`src/rtl/codon_writer.sv`:
```
// Codon RAM writer: packs a valid/ready nibble stream into F-terminated codons
// and closes the list with an extra F.
module codon_writer #(
  parameter int unsigned ADDR_W  = 5,
  parameter int unsigned MAX_NIB = 5
) (
  input  logic              clk,
  input  logic              rst,
  input  logic              start,
  input  logic [3:0]        nib_in,
  input  logic              nib_valid,
  input  logic              nib_last,
  output logic              nib_ready,
  input  logic              gene_end,
  output logic              we_wr,
  output logic [ADDR_W-1:0] addr_wr,
  output logic [3:0]        din_wr,
  output logic              done_wr,
  output logic              full,
  output logic              len_err,
  output logic [ADDR_W-1:0] codon_cnt
);

  localparam int unsigned DEPTH  = 2 ** ADDR_W;
  localparam int unsigned NCNT_W = $clog2(MAX_NIB + 1);

  // Last address that may take data: keeps two slots for terminator + final F.
  localparam logic [ADDR_W-1:0] PTR_LIM  = ADDR_W'(DEPTH - 3);
  localparam logic [NCNT_W-1:0] NCNT_MAX = NCNT_W'(MAX_NIB);
  localparam logic [3:0]        NIB_F    = 4'hF;

  typedef enum logic [2:0] {
    S_IDLE,
    S_ACCEPT,
    S_TERM,
    S_FIN,
    S_DONE
  } state_t;

  state_t              state_q, state_d;
  logic [ADDR_W-1:0]   ptr_q, ptr_d;
  logic [NCNT_W-1:0]   ncnt_q, ncnt_d;
  logic [NCNT_W-1:0]   ncnt_inc_c;
  logic [ADDR_W-1:0]   codon_cnt_d;
  logic                len_err_d;
  logic                done_d;
  logic                wr_c;
  logic [3:0]          wr_data_c;
  logic                room_c;
  logic                accept_c;
  logic                is_mark_c;

  assign room_c     = (ptr_q <= PTR_LIM);
  assign accept_c   = nib_valid && nib_ready;
  assign is_mark_c  = (nib_in == NIB_F);
  assign ncnt_inc_c = ncnt_q + NCNT_W'(1);

  // State register
  always_ff @(posedge clk or negedge rst) begin
    if (!rst) state_q <= S_IDLE;
    else      state_q <= state_d;
  end

  // Next-state logic; start overrides every state
  always_comb begin
    state_d = state_q;
    if (start) begin
      state_d = S_ACCEPT;
    end else begin
      case (state_q)
        S_ACCEPT: begin
          if (accept_c) begin
            if (!is_mark_c) begin
              if (nib_last || (ncnt_inc_c == NCNT_MAX)) state_d = S_TERM;
            end else if (ncnt_q != '0) begin
              state_d = S_TERM;
            end
          end else if (gene_end) begin
            state_d = (ncnt_q != '0) ? S_TERM : S_FIN;
          end
        end
        S_TERM:  state_d = S_ACCEPT;
        S_FIN:   state_d = S_DONE;
        S_DONE:  state_d = S_DONE;
        S_IDLE:  state_d = S_IDLE;
        default: state_d = S_IDLE;
      endcase
    end
  end

  // Handshake flags, RAM write request and datapath next values
  always_comb begin
    nib_ready   = (state_q == S_ACCEPT) && room_c;
    full        = (state_q == S_ACCEPT) && !room_c;
    ptr_d       = ptr_q;
    ncnt_d      = ncnt_q;
    codon_cnt_d = codon_cnt;
    len_err_d   = len_err;
    done_d      = done_wr;
    wr_c        = 1'b0;
    wr_data_c   = NIB_F;
    if (start) begin
      ptr_d       = '0;
      ncnt_d      = '0;
      codon_cnt_d = '0;
      len_err_d   = 1'b0;
      done_d      = 1'b0;
    end else begin
      case (state_q)
        S_ACCEPT: begin
          // An F nibble is an in-band close marker and is never stored
          if (accept_c && !is_mark_c) begin
            wr_c      = 1'b1;
            wr_data_c = nib_in;
            ptr_d     = ptr_q + ADDR_W'(1);
            ncnt_d    = ncnt_inc_c;
            if ((ncnt_inc_c == NCNT_MAX) && !nib_last) len_err_d = 1'b1;
          end
        end
        S_TERM: begin
          wr_c        = 1'b1;
          ptr_d       = ptr_q + ADDR_W'(1);
          ncnt_d      = '0;
          codon_cnt_d = codon_cnt + ADDR_W'(1);
        end
        S_FIN:   wr_c   = 1'b1;
        S_DONE:  done_d = 1'b1;
        default: ;
      endcase
    end
  end

  // Datapath and registered RAM port
  always_ff @(posedge clk or negedge rst) begin
    if (!rst) begin
      ptr_q     <= '0;
      ncnt_q    <= '0;
      codon_cnt <= '0;
      len_err   <= 1'b0;
      done_wr   <= 1'b0;
      we_wr     <= 1'b0;
      addr_wr   <= '0;
      din_wr    <= '0;
    end else begin
      ptr_q     <= ptr_d;
      ncnt_q    <= ncnt_d;
      codon_cnt <= codon_cnt_d;
      len_err   <= len_err_d;
      done_wr   <= done_d;
      we_wr     <= wr_c;
      if (wr_c) begin
        addr_wr <= ptr_q;
        din_wr  <= wr_data_c;
      end
    end
  end

endmodule

```
`config.mk`:
```
export PLATFORM = sky130hd
export DESIGN_NAME = codon_writer
export DESIGN_NICKNAME = d
export VERILOG_FILES = /design/src/rtl/codon_writer.sv
export SDC_FILE = /design/constraint.sdc
export NUM_CORES = 1
export LEC_CHECK = 0
export CAP_MARGIN = 20
export CORE_ASPECT_RATIO = 1.5
export CORE_UTILIZATION = 51
export DETAILED_ROUTE_END_ITERATION = 12
export PLACE_DENSITY_LB_ADDON = 0.2
export SETUP_SLACK_MARGIN = 0.02
export SLEW_MARGIN = 20
export SYNTH_ARGS = -nofsm -noshare
export SYNTH_HDL_FRONTEND = slang
export SYNTH_SLANG_ARGS = --single-unit
```
`constraint.sdc`:
```
create_clock -name clk -period 2.1 [get_ports clk]
set_clock_uncertainty 0.05 [all_clocks]
set_input_delay 0.42 -clock clk [delete_from_list [all_inputs] [get_ports clk]]
set_output_delay 0.42 -clock clk [all_outputs]
set_load 0.005 [all_outputs]
```
Word level (Yosys, flattened, before mapping)
Index checks and enable logic that the tools add are counted.
{ "op_classes": {"n_reduce_logical": 21, "n_addsub": 3, "n_lt_le_gt_ge": 1, "shift": 0, "n_eq_ne": 10, "bitwise_logic": 0, "n_div": 0, "n_mux": 28, "n_mul": 0} }
{ "op_table": {"columns": ["op", "count"], "rows": [
  ["$mux 3", 8],
  ["$mux 5", 4],
  ["$mux 4", 3],
  ["$add 5x1->5 const B", 2],
  ["$ne 5x5->1 const B", 2],
  ["$pmux 5 s2", 1],
  ["$reduce_bool 2->1", 5],
  ["$mux 1", 9],
  ["$pmux 3 s3", 1],
  ["$eq 3x2->1 const B", 2],
  ["$eq 3x3->1 const B", 2],
  ["$pmux 3 s2", 1],
  ["$reduce_and 3->1", 2],
  ["$reduce_bool 3->1", 2],
  ["$le 5x5->1 const B", 1],
  ["$logic_and 1x1->1", 5],
  ["$eq 4x4->1 const B", 1],
  ["$ne 4x4->1 const B", 1],
  ["$reduce_or 2->1", 2],
  ["$add 3x1->3 const B", 1],
  ["$eq 3x1->1 const B", 1],
  ["$logic_not 1->1", 3],
  ["$ne 3x2->1 const B", 1],
  ["$pmux 1 s2", 1],
  ["other kinds (2)", 2]
]} }
{ "totals": {"out_inout_bits": 19, "regBits": 28, "in_bits": 10, "memories": 0, "elab_cells": 72, "latchBits": 0, "ram_bits": 0, "romBits": 0} }

Depth between registers and ports, before layout
Gate-level depths: netlist of run 1.
{ "depth": {"ltp_word": 8, "depth_mapped": 7, "mapped_depth_nobuf": 6} }

Worst setup path before layout of run 1
No wires, ideal clock.
{ "synth_path": {"path_kind": "register to register", "from": "register ptr_q[0]", "to": "register ptr_q[2]", "n_path_buf": 1, "stages_incl_launch_ff": 7, "path_slack_ns": 0.303, "setup_time_ns": 0.122, "t_required_ns": 1.928, "period_less_slack_ns": 1.797, "t_arrival_ns": 1.626, "cell_sequence": "dfrtp_1 -> ha_1 -> nand4b_1 -> o2111ai_2 -> buf_2 -> mux2i_1 -> nand2_1"} }
{ "synth_between": {"elab_chain_len": 6, "word_cells_on_any_way": 10, "classes_between": "1 x add/sub; 1 x order compare; 1 x eq/ne; 3 x mux; 4 x reduce/logical"} }
{ "synth_rtl": {"columns": ["element", "line_no", "text"], "rows": [
  ["start, declared", "41", "logic [ADDR_W-1:0] ptr_q, ptr_d;"],
  ["start signal, assigned", "145", "ptr_q <= ptr_d;"],
  ["$le 5x5->1", "53", "assign room_c = (ptr_q <= PTR_LIM);"],
  ["$logic_and 1x1->1", "93", "nib_ready = (state_q == S_ACCEPT) && room_c;"],
  ["$logic_and 1x1->1", "54", "assign accept_c = nib_valid && nib_ready;"],
  ["$logic_and 1x1->1", "112", "if (accept_c && !is_mark_c) begin"],
  ["$ne 3x2->1 (no line)", null, null],
  ["$reduce_and 2->1 (no line)", null, null]
]} }
Parallel ways exist; a longest one is shown, timed or not. The select of a mux whose other input is x is not followed.
A chain may end at the register's enable or synchronous reset.

Final worst setup path of run 1
{ "layout_path": {"from": "register ptr_q[0]", "to": "register din_wr[3]"} }
{ "layout_between": {"elab_chain_len": 7, "word_cells_on_any_way": 10, "classes_between": "1 x order compare; 6 x mux; 3 x reduce/logical"} }
{ "layout_rtl": {"columns": ["element", "line_no", "text"], "rows": [
  ["$le 5x5->1", "53", null],
  ["$logic_and 1x1->1", "93", null],
  ["$logic_and 1x1->1", "54", null],
  ["$logic_and 1x1->1", "112", null],
  ["$mux 1", "112", null],
  ["$pmux 1 s2", "109", "case (state_q)"],
  ["$mux 1", "102", "if (start) begin"],
  ["net wr_c", "47", "logic wr_c;"],
  ["end signal, assigned", "153", "din_wr <= wr_data_c;"],
  ["end, declared", "17", "output logic [3:0] din_wr,"]
]} }
The timed path passes the listed nets, and every way through them passes these cells.

==> results_dict.tcl, run 1 <==
set metrics [dict create \
    status "finished clean" \
    syn_nets 155 \
    die_area_um2 3100 \
    antenna_cells 0 \
    grt_pass1_wl_um 5510 \
    yosys.area.top_type "dfrtp_1" \
    tightest_slew_ns 0.404 \
    first_pass_iters 4 \
    total_power_mw 1.38 \
    cts.sinks 28 \
    grt_use_total_pct 24.8 \
    holdCritPathClass "reg2reg" \
    synth_cells 139 \
    crit_type "reg2reg" \
    drv_slew 0 \
    nNetsFinal 200 \
    clock_latency_ns 0.28 \
    die_w_um 45.8 \
    grt_pass1_vias 1247 \
    start_kind "flop" \
    antenna_found_initial 0 \
    syn_area_um2 1470 \
    power_density_nw_per_um2 692 \
    synth-main-ff-cell "dfrtp_1" \
    tns_ns 0 \
    finalHoldViolations 0 \
    yosysWarnings 0 \
    cts_max_path_buffers 2 \
    cap_violations 0 \
    post-route-period-util_pct 96.1 \
    core_um2 2710 \
    post-place-cells 214 \
    drc 0 \
    cts_made_buffers 3 \
    synth_seq_cells 28 \
    ys_types 44 \
    p_leak_nw 0.870 \
    seq_area_frac_synth_pct 47.8 \
    ir_drop_v 0.000551 \
    max_freq_mhz 496 \
    final_antenna_net_count 0 \
    hpwl_um 2480 \
    cp.arrival_ns 2.13 \
    gr-total-overflow 0 \
    via_per_inst 5.60 \
    synth_most_common_cell "dfrtp_1" \
    place_ws_ns -0.0839 \
    rsz0062_at_grt "true" \
    fin_util_pct 73.8 \
    final_cells 220 \
    avgSynthCellArea_um2 10.5 \
    worstPathMaxFanout 6 \
    ys_async_sr_fraction_pct 100 \
    syn2layout_area_growth_pct 36.2 \
    netlist.area_leader.share_pct 47.8 \
    routed_wl_um 3420 \
    row_count 23 \
    drive_gt1_share_pct 21.9 \
    gp_congestion 0.870 \
    worst_slack_ns 0.0822 \
    synth-edff-count 0 \
    port_buffers 28 \
    initial_core_util_pct 54.2 \
    ios 29 \
    synth_area_leaders "dfrtp_1 (48%), ha_1 (5.1%), mux2_2 (3.8%)" \
    vias 1232 \
    cts_tree "done" \
    ctsHtreeMaxLevel 1 \
    die_y_um 67.6 \
    synthTopCellsByCount "dfrtp_1 (28), nor2_1 (12), nand2_1 (9)" \
    clk_pin_slew_worst_paths_ns 0.09 \
    drtIter0Drc 36 \
    wl_per_cell_um 15.6 \
    grt_start_max_net_pins 29 \
    fin_crit_ns 2.02 \
    setup_viol 0 \
    cts_root_buffer "clkbuf_8" \
    cp_data_required_time_ns 2.22 \
    setup.worst_path.end_class "flop" \
    relSlewSlack_pct 72.4 \
]
## timing repair
action | 4_1_cts | 5_1_grt
setup endpoints to repair | 2 | 9
setup buffers | 1 | 1
pin swaps | 1 | 5
gates resized for setup | 8 | 9
hold buffers | 0 | 0
gates cloned | 0 | 0
## cell type report
type                    instances  area, µm²
clock buffers                   4       55.1
fillers                       220        709
inverters                       8       30.0
multi-input cells              97        743
flip-flops and latches         28        701
well taps                      37       46.3
repair buffers                 46        420
## logic make-up (layout without fill, tap and decap cells)
kind of cell / Yosys count / after routing / share of synthesized area (%)
compound gates: 28 / 28 / 15.4
flops: 28 / 28 / 47.8
mux: 7 / 7 / 5.21
xor+xnor: 4 / 4 / 2.39
simple gates: 52 / 52 / 20.2
buf+inv: 14 / 58 / 3.93
fa+ha+maj: 6 / 6 / 5.12
## report_power, final
group	internal [mW]	leakage [nW]	switching, mW
logic	0.233	0.473	0.180
registers	0.598	0.368	0.0387
clock network	0.168	0.0288	0.163
total	1.00	0.870	0.382
## critical path: stages, from the launching register on
cell,delay (ns)
dfrtp_1,0.43
ha_4,0.17
nand4b_1,0.19
buf_4,0.17
buf_6,0.12
o2111ai_4,0.28
a21oi_4,0.14
buf_6,0.15
o22a_1,0.20
## final timing paths
path	startpoint	to	slack, ns	cells after the start
worst max-delay path	ptr_q[0]	din_wr[3]	0.08	8
worst min-delay path	len_err	len_err	0.44	1
worst max register to register	ptr_q[0]	din_wr[3]	0.08	8
worst min register to register	len_err	len_err	0.44	1
max in group asynchronous	rst	addr_wr[1]	1.27	2
min in group asynchronous	rst	ptr_q[2]	0.47	2
## registers in the layout (all words and copies together) (netlist names)
signal / count
done_wr: 1
codon_cnt: 5
addr_wr: 5
ptr_q: 5
len_err: 1
state_q: 3
ncnt_q: 3
din_wr: 4
we_wr: 1
## metal layers
metal / wire length [µm] / up-vias / GRT usage (%)
li1: - / 594 / -
met1: 1470 / 600 / 29.9
met2: 1760 / 29 / 41.1
met4: 96 / 0 / 14.3
met3: 99 / 9 / 3.21
met5: 0 / - / 0
## through the flow
step                      hold slack [ns]  cell area [µm²]
after global routing                0.462             2000
after global placement              0.424             1880
after detailed placement            0.431             1880
after CTS                           0.452             1970
after floorplan                    0.0744             1470
final                               0.444             2000
## cell usage in the layout (no fill, tap or decap), types with 2 or more instances in the layout
cell type	netlist	final
dfrtp_1	28	28
clkdlybuf4s50_1	0	26
buf_4	0	15
nor2_1	12	10
nand2_1	9	9
inv_1	8	7
nand3_1	6	6
nand4_1	5	5
mux2_2	5	5
ha_1	6	5
nand2b_1	4	4
a21oi_1	4	4
o22a_1	4	4
clkbuf_8	0	4
xor2_1	3	3
o21ai_0	3	3
buf_6	0	3
nor2_2	0	2
nand4b_1	2	2
or3_1	2	2
a2111oi_0	2	2
a311oi_1	2	2
mux2i_1	2	2
a311o_1	2	2
Power figures use the tool's default switching activity.
==> inputs of run 2 (changes only) <==
- CORE_UTILIZATION: 51 -> 30
- CTS_BUF_LIST: default -> sky130_fd_sc_hd__clkbuf_4
- SETUP_SLACK_MARGIN: 0.02 -> 0.15
==> results_dict.tcl, run 2 (synthesis gave the netlist of run 1 again) <==
set metrics [dict create \
    status "finished with violations" \
    violations "setup timing" \
    stdcell_area_um2 2130 \
    cp.arrival_ns 1.66 \
    drtIter0Drc 12 \
    cap_violations 0 \
    layout_commonest_cell "dfrtp_1" \
    gr-total-overflow 0 \
    met2_usage_pct 22.9 \
    finalHoldViolations 0 \
    whs_ns 0.392 \
    drc 0 \
    row_count 30 \
    routed_wl_um 3480 \
    cts_root_buffer "clkbuf_4" \
    final_antenna_net_count 0 \
    start_kind "flop" \
    power_density_nw_per_um2 679 \
    die_y_um 87.6 \
    die_area_um2 5170 \
    reg2reg_setup_slack_ns 0.03 \
    ir_drop_v 0.000454 \
    clock_latency_ns 0.34 \
    fin_util_pct 46.0 \
    r2r-end "addr_wr[3]" \
    crit_type "reg2out" \
    placed_area_um2 1920 \
    grt_start_max_net_pins 29 \
    die_w_um 59.1 \
    cts_tree "done" \
    cp_data_required_time_ns 1.63 \
    reg.largest.list "addr_wr: 5 flops, codon_cnt: 5 flops, ptr_q: 5 flops" \
    ctsHtreeMaxLevel 1 \
    port_buffers 28 \
    worst_slack_ns -0.0336 \
    multiInputGateArea_um2 793 \
    first_pass_iters 4 \
    grt_use_met3_pct 1.48 \
    clk_pin_slew_worst_paths_ns 0.16 \
    final_cells 252 \
    cts_made_buffers 3 \
    tightest_slew_ns 0.419 \
    grt_pass1_wl_um 5360 \
    drv_slew 0 \
    via_per_inst 4.96 \
    grt_use_met1_pct 17.1 \
    register_area_um2 701 \
    fillers 449 \
    initial_core_util_pct 31.7 \
    holdCritPathClass "in2async" \
    antenna_cells 0 \
    ios 29 \
    vias 1251 \
    grt_busiest_layer "met2" \
    hpwl_um 2390 \
    total_power_mw 1.44 \
    nNetsFinal 205 \
    syn2layout_area_growth_pct 45.1 \
    cts_max_path_buffers 2 \
    setup_viol 1 \
    wl_per_cell_um 13.8 \
    relSlewSlack_pct 71.3 \
    grt_use_total_pct 13.5 \
    core_um2 4620 \
    post-route-period-util_pct 102 \
    cts.sinks 28 \
    r2r_cells 8 \
    gp_congestion 0.832 \
    antenna_found_initial 0 \
    setup.worst_path.end_class "output port" \
    post-place-cells 241 \
    rsz0062_at_grt "true" \
    p_leak_nw 0.914 \
    drive_gt1_share_pct 28.2 \
    max_freq_mhz 469 \
    r2r_start "ptr_q[1]" \
    worstPathMaxFanout 2 \
    final_cell_mix "dfrtp_1 (28), clkdlybuf4s50_1 (26), buf_4 (16)" \
    fin_crit_ns 2.13 \
    grt_pass1_vias 1198 \
]
==> run 2: cell count changes in the layout (fill, tap and decap cells not counted), sizes merged <==
cell and delta:
buf +6, bufinv +1, clkbuf -1, dlygate4sd2 -1
==> run 2: per-layer routing <==
layer	vias up	part of all wire, %
met3	4	2.5
met1	620	44
met2	26	52
met4	0	1.0
met5	-	0
li1	601	-
==> run 2: worst max-delay path, cell delays in order, from the launching register on <==
cell	delay (ns)
dfrtp_1	0.39
inv_2	0.05
ha_2	0.16
nand4b_1	0.23
buf_4	0.19
buf_6	0.10
nor3_2	0.09
buf_2	0.13
==> run 2: layout make-up <==
| cell class | count | area share (%) |
|---|---|---|
| clock buffers | 3 | 1.06 |
| flip-flops and latches | 28 | 33.0 |
| multi-input cells | 97 | 37.3 |
| inverters | 8 | 1.41 |
| clock inverters | 1 | 1.41 |
| repair buffers | 51 | 22.1 |
| well taps | 64 | 3.77 |
==> run 2: how the worst max path moves through the flow <==
| stage | start | endpoint | slack (ns) | cells after the start |
|---|---|---|---|---|
| 6_report | ptr_q[1] | full | -0.03 | 7 |
| 5_1_grt | ptr_q[1] | full | -0.08 | 7 |
| 4_1_cts | ptr_q[1] | full | -0.002 | 7 |
| 3_5_place_dp | nib_in[2] | state_q[0] | -0.10 | 5 |
| 3_3_place_gp | nib_in[2] | state_q[0] | -0.03 | 5 |
| 2_1_floorplan | ptr_q[0] | ptr_q[2] | 0.30 | 6 |
==> run 2: stage by stage <==
stage / setup TNS [ns] / setup slack [ns]
2_1_floorplan: 0 / 0.303
3_3_place_gp: -0.105 / -0.0317
3_5_place_dp: -0.541 / -0.100
4_1_cts: -0.00211 / -0.00211
5_1_grt: -0.146 / -0.0814
6_report: -0.0336 / -0.0336
==> run 2: what timing repair did <==
action	in CTS	in global routing
pin swaps	11	10
hold buffers	0	0
buffers inserted	6	1
resized for setup	23	17
cloned	0	0
setup endpoints to repair	4	19
==> run 2: where the power goes <==
group / internal (mW) / total (mW) / switching, mW
Clock: 0.193 / 0.362 / 0.169
Sequential: 0.598 / 0.637 / 0.0389
Combinational: 0.250 / 0.443 / 0.194
